<file path="config.mk">
export PLATFORM = sky130hd
export DESIGN_NAME = charmap_pipe
export DESIGN_NICKNAME = d
export VERILOG_FILES = /design/src/rtl/charmap_pipe.sv
export SDC_FILE = /design/constraint.sdc
export NUM_CORES = 1
export LEC_CHECK = 0
export BUFFER_PORTS_ARGS = -buffer_cell sky130_fd_sc_hd__buf_2
export CORE_UTILIZATION = 46
export DETAILED_ROUTE_END_ITERATION = 8
export GPL_TIMING_DRIVEN = 0
export PLACE_DENSITY = 0.73
export REMOVE_ABC_BUFFERS = 1
export SKIP_LAST_GASP = 1
export SLEW_MARGIN = 20
export SYNTH_ARGS = -nofsm -noshare
export SYNTH_HDL_FRONTEND = slang
export SYNTH_SLANG_ARGS = --single-unit
</file>
<file path="constraint.sdc">
create_clock -name clk -period 4.7 [get_ports clk]
set_input_delay 0.94 -clock clk [delete_from_list [all_inputs] [get_ports clk]]
set_output_delay 0.94 -clock clk [all_outputs]
set_load 0.05 [all_outputs]
</file>
<file path="src/rtl/charmap_pipe.sv">
// Pipelined character-map renderer: raster counters -> char RAM / glyph ROM
// fetch addresses -> one RGB888+alpha pixel per pixel-enable, 2-ce latency.
module charmap_pipe #(
  parameter int unsigned COLS_LOG2       = 6,
  parameter int unsigned ROWS_LOG2       = 6,
  parameter int unsigned CHAR_H_LOG2     = 3,
  parameter logic [7:0]  TRANSPARENT_KEY = 8'hC7
) (
  input  logic                              clk,
  input  logic                              reset,
  input  logic                              ce_pix,
  input  logic [8:0]                        hcnt,
  input  logic [8:0]                        vcnt,
  input  logic                              hblank,
  input  logic                              vblank,
  input  logic [COLS_LOG2+2:0]              scroll_x,
  input  logic [ROWS_LOG2+CHAR_H_LOG2-1:0]  scroll_y,
  output logic [ROWS_LOG2+COLS_LOG2-1:0]    chram_addr,
  input  logic [7:0]                        chmap_data_out,
  input  logic [7:0]                        fgcolram_data_out,
  input  logic [7:0]                        bgcolram_data_out,
  output logic [7+CHAR_H_LOG2:0]            chrom_addr,
  input  logic [7:0]                        chrom_data_out,
  output logic [7:0]                        r,
  output logic [7:0]                        g,
  output logic [7:0]                        b,
  output logic                              a,
  output logic                              de
);

  localparam int unsigned XW = COLS_LOG2 + 3;
  localparam int unsigned YW = ROWS_LOG2 + CHAR_H_LOG2;

  logic [XW-1:0]                     sx_q, ex;
  logic [YW-1:0]                     sy_q, ey;
  logic                              vbl_q;

  logic [ROWS_LOG2+COLS_LOG2-1:0]    chram_addr_q;
  logic [2:0]                        px1_q;
  logic [CHAR_H_LOG2-1:0]            line1_q;
  logic                              vis1_q;

  logic [7+CHAR_H_LOG2:0]            chrom_addr_q;
  logic [7:0]                        fg2_q, bg2_q;
  logic [2:0]                        px2_q;
  logic                              vis2_q;

  logic [7:0]                        r_q, g_q, b_q, r_d, g_d, b_d;
  logic                              a_q, de_q, a_d, de_d;
  logic                              pix;
  logic [7:0]                        col;

  // Upper raster bits are dropped before the add so the map wraps per axis.
  assign ex = XW'(hcnt) + sx_q;
  assign ey = YW'(vcnt) + sy_q;

  always_comb begin
    pix  = chrom_data_out[3'd7 - px2_q];
    col  = pix ? fg2_q : bg2_q;
    r_d  = '0;
    g_d  = '0;
    b_d  = '0;
    a_d  = 1'b0;
    de_d = 1'b0;
    if (vis2_q) begin
      r_d  = {col[2:0], col[2:0], 2'b00};
      g_d  = {col[5:3], col[5:3], 2'b00};
      b_d  = {col[7:6], col[7:6], col[7:6], 2'b00};
      a_d  = pix | (bg2_q != TRANSPARENT_KEY);
      de_d = 1'b1;
    end
  end

  // Visibility is carried active-high so the all-zero reset state reads as
  // blank, keeping pre-reset pipeline contents off the outputs.
  always_ff @(posedge clk or negedge reset) begin
    if (!reset) begin
      sx_q         <= '0;
      sy_q         <= '0;
      vbl_q        <= 1'b0;
      chram_addr_q <= '0;
      px1_q        <= '0;
      line1_q      <= '0;
      vis1_q       <= 1'b0;
      chrom_addr_q <= '0;
      fg2_q        <= '0;
      bg2_q        <= '0;
      px2_q        <= '0;
      vis2_q       <= 1'b0;
      r_q          <= '0;
      g_q          <= '0;
      b_q          <= '0;
      a_q          <= 1'b0;
      de_q         <= 1'b0;
    end else begin
      vbl_q <= vblank;
      if (vblank && !vbl_q) begin
        sx_q <= scroll_x;
        sy_q <= scroll_y;
      end
      if (ce_pix) begin
        chram_addr_q <= {ey[YW-1:CHAR_H_LOG2], ex[XW-1:3]};
        px1_q        <= ex[2:0];
        line1_q      <= ey[CHAR_H_LOG2-1:0];
        vis1_q       <= ~(hblank | vblank);
        chrom_addr_q <= {chmap_data_out, line1_q};
        fg2_q        <= fgcolram_data_out;
        bg2_q        <= bgcolram_data_out;
        px2_q        <= px1_q;
        vis2_q       <= vis1_q;
        r_q          <= r_d;
        g_q          <= g_d;
        b_q          <= b_d;
        a_q          <= a_d;
        de_q         <= de_d;
      end
    end
  end

  assign chram_addr = chram_addr_q;
  assign chrom_addr = chrom_addr_q;
  assign r          = r_q;
  assign g          = g_q;
  assign b          = b_q;
  assign a          = a_q;
  assign de         = de_q;

endmodule

</file>
==> metrics.md <==
| Metric | Value |
|---|---|
| Status | `complete, no violations` |
| Worst EP required | `4940 ps` |
| Die area | `approximately 0.0089 sq mm` |
| Post-Synthesis Cells | `approximately 320` |
| DIE WIDTH | `94.4 um` |
| FILL cells | `712` |
| Synth area leader | `dfrtp_1` |
| Syn Std Cell Area | `between 0.003 and 0.004 sq mm` |
| All-layer global routing usage | `between 10% and 20%` |
| Clock skew | `approximately 7.4 ps` |
| Initial Utilization | `roughly 48%` |
| Fmax | `around 0.4 GHz` |
| Total power | `around 2.4 mW` |
| Primary FF master, synth | `dfrtp_1` |
| Cell Rows | `33` |
| Largest cells by area after synthesis | `dfrtp_1 50%, mux2_2 16%, ha_1 5.1%` |
| Worst EP arrival | `2730 ps` |
| Post_cts resized | `0` |
| Worst flop-to-flop path startpoint | `sx_q[0]` |
| Final nets | `516` |
| Number of synthesized flops with an enable pin | `0` |
| CTS Buf Count | `9` |
| Setup ws final | `2200 ps` |
| CP Capture Point | `chram_addr[3]` |
| Worst IR Drop VDD | `between 0.2 and 0.25 mV` |
| Period utilisation layout | `between 50% and 60%` |
| Sequential-to-total area share from yosys stat | `roughly half` |
| Avg Cell Area, Syn | `around 12 sq um` |
| I/O Buffers | `approximately 120` |
| Worst-path fanout max | `3` |
| R2R depth | `6` |
| Critical Path Source | `hcnt[0]` |
| Slew headroom | `a little over three fifths` |
| Final hold vios | `0` |
| Core box area | `a little over 0.008 sq mm` |
| Area of placed instances | `0.00454 sq mm` |
| Pre-CTS WS | `around 1900 ps` |
| FF-to-FF End | `chram_addr[3]` |
| Initial DRC Count | `35` |
| Worst setup path class | `input pin to flop` |
| Synth warn | `0` |
| Slowest CP cell | `a211oi_1` |
| Synth Register Bits | `79` |
| Setup crit start kind | `input pin` |
| I/O pins | `approximately 120` |
| Clock latency on the worst-skew pair | `between 300 and 400 ps` |
| RSZ-0062 raised after global routing | `false` |
| Detailed Routing Iterations Pass 1 | `4` |
| CP Capture Type | `flop` |
| Pin count of the biggest net entering global routing | `70` |
| H-tree Lvls | `3` |
| DR WL/cell | `14.3 um` |
| Antenna diodes | `0` |
| CTS root buffer | `clkbuf_8` |
| DPL Wire Length | `5620 um` |
| List of most frequent post-synthesis cells | `79 x dfrtp_1, 57 x mux2_2, 17 x a21oi_1, 17 x buf_4, 16 x ha_1` |
| CTS tree | `built` |
| Top-count cell post-synth | `dfrtp_1` |
| Residual DRC count | `0` |
| Setup Buffers After CTS | `0` |
| Total length of routed wires | `~7700 um` |
| Setup_tns | `0 ps` |
| Leakage | `about 2.3 nW` |
| Share of the synthesized area in the top cell type | `50.3%` |
| Sink Count | `79` |
| R2R Setup Slk | `between 2000 and 3000 ps` |
| Initial antenna violation count | `0` |
| Synth unique cells | `40` |
| P&R area growth vs syn | `22.2%` |
| DR vias | `between 2000 and 3000` |
| Share of post-route cells with drive strength above 1 | `a little under half` |
| Fraction of registers with async set/reset | `between 90% and 100%` |
| Hold_buf cts | `0` |
| Critical-path cell list | `buf_2 -> ha_1 -> fa_1 -> a211oi_1 -> o21ai_1 -> xor2_1 -> mux2_2` |
| Global-route wire length before repair | `12300 um` |
| Hold WS | `around 490 ps` |
| Clk pin slew, worst setup/hold paths | `80 ps` |
| RD Place Congestion | `approximately 0.83` |
| Slew @ Worst Pin | `about 560 ps` |
| Cell Pwr Density | `490 mW/mm^2` |
| Crit path time final | `about 2500 ps` |
| Max Slew Vio Count | `0` |
| CTS max path bufs | `2` |
| Die Ht | `~94 um` |
| Design area | `0.00480 sq mm` |
| Vias/cell | `5.28` |
| Vias in the first global route | `2706` |
| ANT nets after route | `0` |
| Overflow left after global routing | `0` |
| MaxCap Viol Count | `0` |
| Max incr delay on CP | `between 400 and 500 ps` |
| Hold Crit Class | `flop to flop` |
| Setup violations, final | `0` |
==> worst min path at each step <==
stage,startpoint,end,slack [ps],cells past startpoint
floorplan,vis1_q,vis1_q,450,2
global placement,vis1_q,vis1_q,460,2
detailed placement,vis1_q,vis1_q,480,2
CTS,vis1_q,vis1_q,500,2
global route,chram_addr[3],chram_addr[3],530,1
finish,vis1_q,vis1_q,490,2
==> placed cells by master, fill, tap and decap left out, drive strengths merged, types with 2 or more instances in the layout <==
master,synthesis,routed
a211oi,2,2
o221ai,8,8
dfrtp,79,79
conb,1,6
buf,22,118
o21ai,6,6
fa,2,2
bufinv,0,4
nor2b,3,3
or3,2,2
or4,2,2
a21oi,17,17
o2111ai,2,2
o311ai,2,2
nand4,10,10
nand2,12,12
inv,15,15
clkinv,0,2
nor2,7,7
xnor2,4,4
o211ai,6,6
a21o,6,6
nand2b,2,2
a211o,2,2
clkbuf,9,9
a2111o,2,2
mux2,57,57
nand3,8,8
a311o,2,2
mux4,2,2
xor2,6,6
o21a,2,2
ha,16,16
==> per-stage QoR <==
step	std cells	util, %
after global routing	534	58.1
after detailed placement	519	55.0
final	534	58.1
after floorplan	296	-
after CTS	534	58.1
after global placement	516	54.2
==> state kept, by name, summed over array words and instances, names as in the netlist <==
name and count:
chram_addr 12, chrom_addr 11, sx_q 9, sy_q 9, bg2_q 8, fg2_q 8, g 3, line1_q 3
px1_q 3, px2_q 3, r 3, b 2, a 1, de 1, vbl_q 1, vis1_q 1
vis2_q 1
==> critical path: cells and delay by family <==
kind / cells / cell delay [ps]
adders and majority gates: 2 / 680
muxes: 1 / 260
buffers and inverters: 1 / 100
xor gates and xnor gates: 1 / 150
AOI/OAI and AO/OA: 2 / 600
==> logic make-up (layout without fill, tap and decap cells) <==
| kind of cell | after synthesis | count (layout) | synth area share (%) |
|---|---|---|---|
| adders and majority gates | 18 | 18 | 6.11 |
| xor gates and xnor gates | 10 | 10 | 2.23 |
| DFF | 79 | 79 | 50.3 |
| AOI/OAI and AO/OA | 60 | 60 | 10.8 |
| muxes | 60 | 60 | 18.1 |
| other | 1 | 6 | 0.0954 |
| buffers and inverters | 46 | 148 | 6.08 |
| and+or+nand+nor | 48 | 48 | 6.31 |
==> area by class of cell <==
cell class	instances	area, sq um	share of cell area, %
clock buffers	9	124	2.58
clock inverters	6	134	2.79
inverters	15	56.3	1.17
multi-input cells	202	1730	36.1
flip-flops and latches	79	1980	41.2
well taps	105	131	2.74
repair buffers	118	643	13.4
==> where the power goes <==
group          internal (mW)  total, mW  switching (mW)  leakage [nW]
Clock                  0.404      0.644           0.240         0.129
Sequential             0.808      0.892          0.0832         0.946
Combinational          0.275      0.816           0.541          1.21
Total                   1.49       2.35           0.864          2.28
==> routing by layer <==
| layer | GRT usage, % | part of all wire, % |
|---|---|---|
| met1 | 22.1 | 45 |
| met2 | 30.7 | 47 |
| met3 | 5.23 | 6.0 |
| met4 | 5.00 | 1.3 |
| met5 | 0 | 0 |
(Power assumes the default switching activity.)
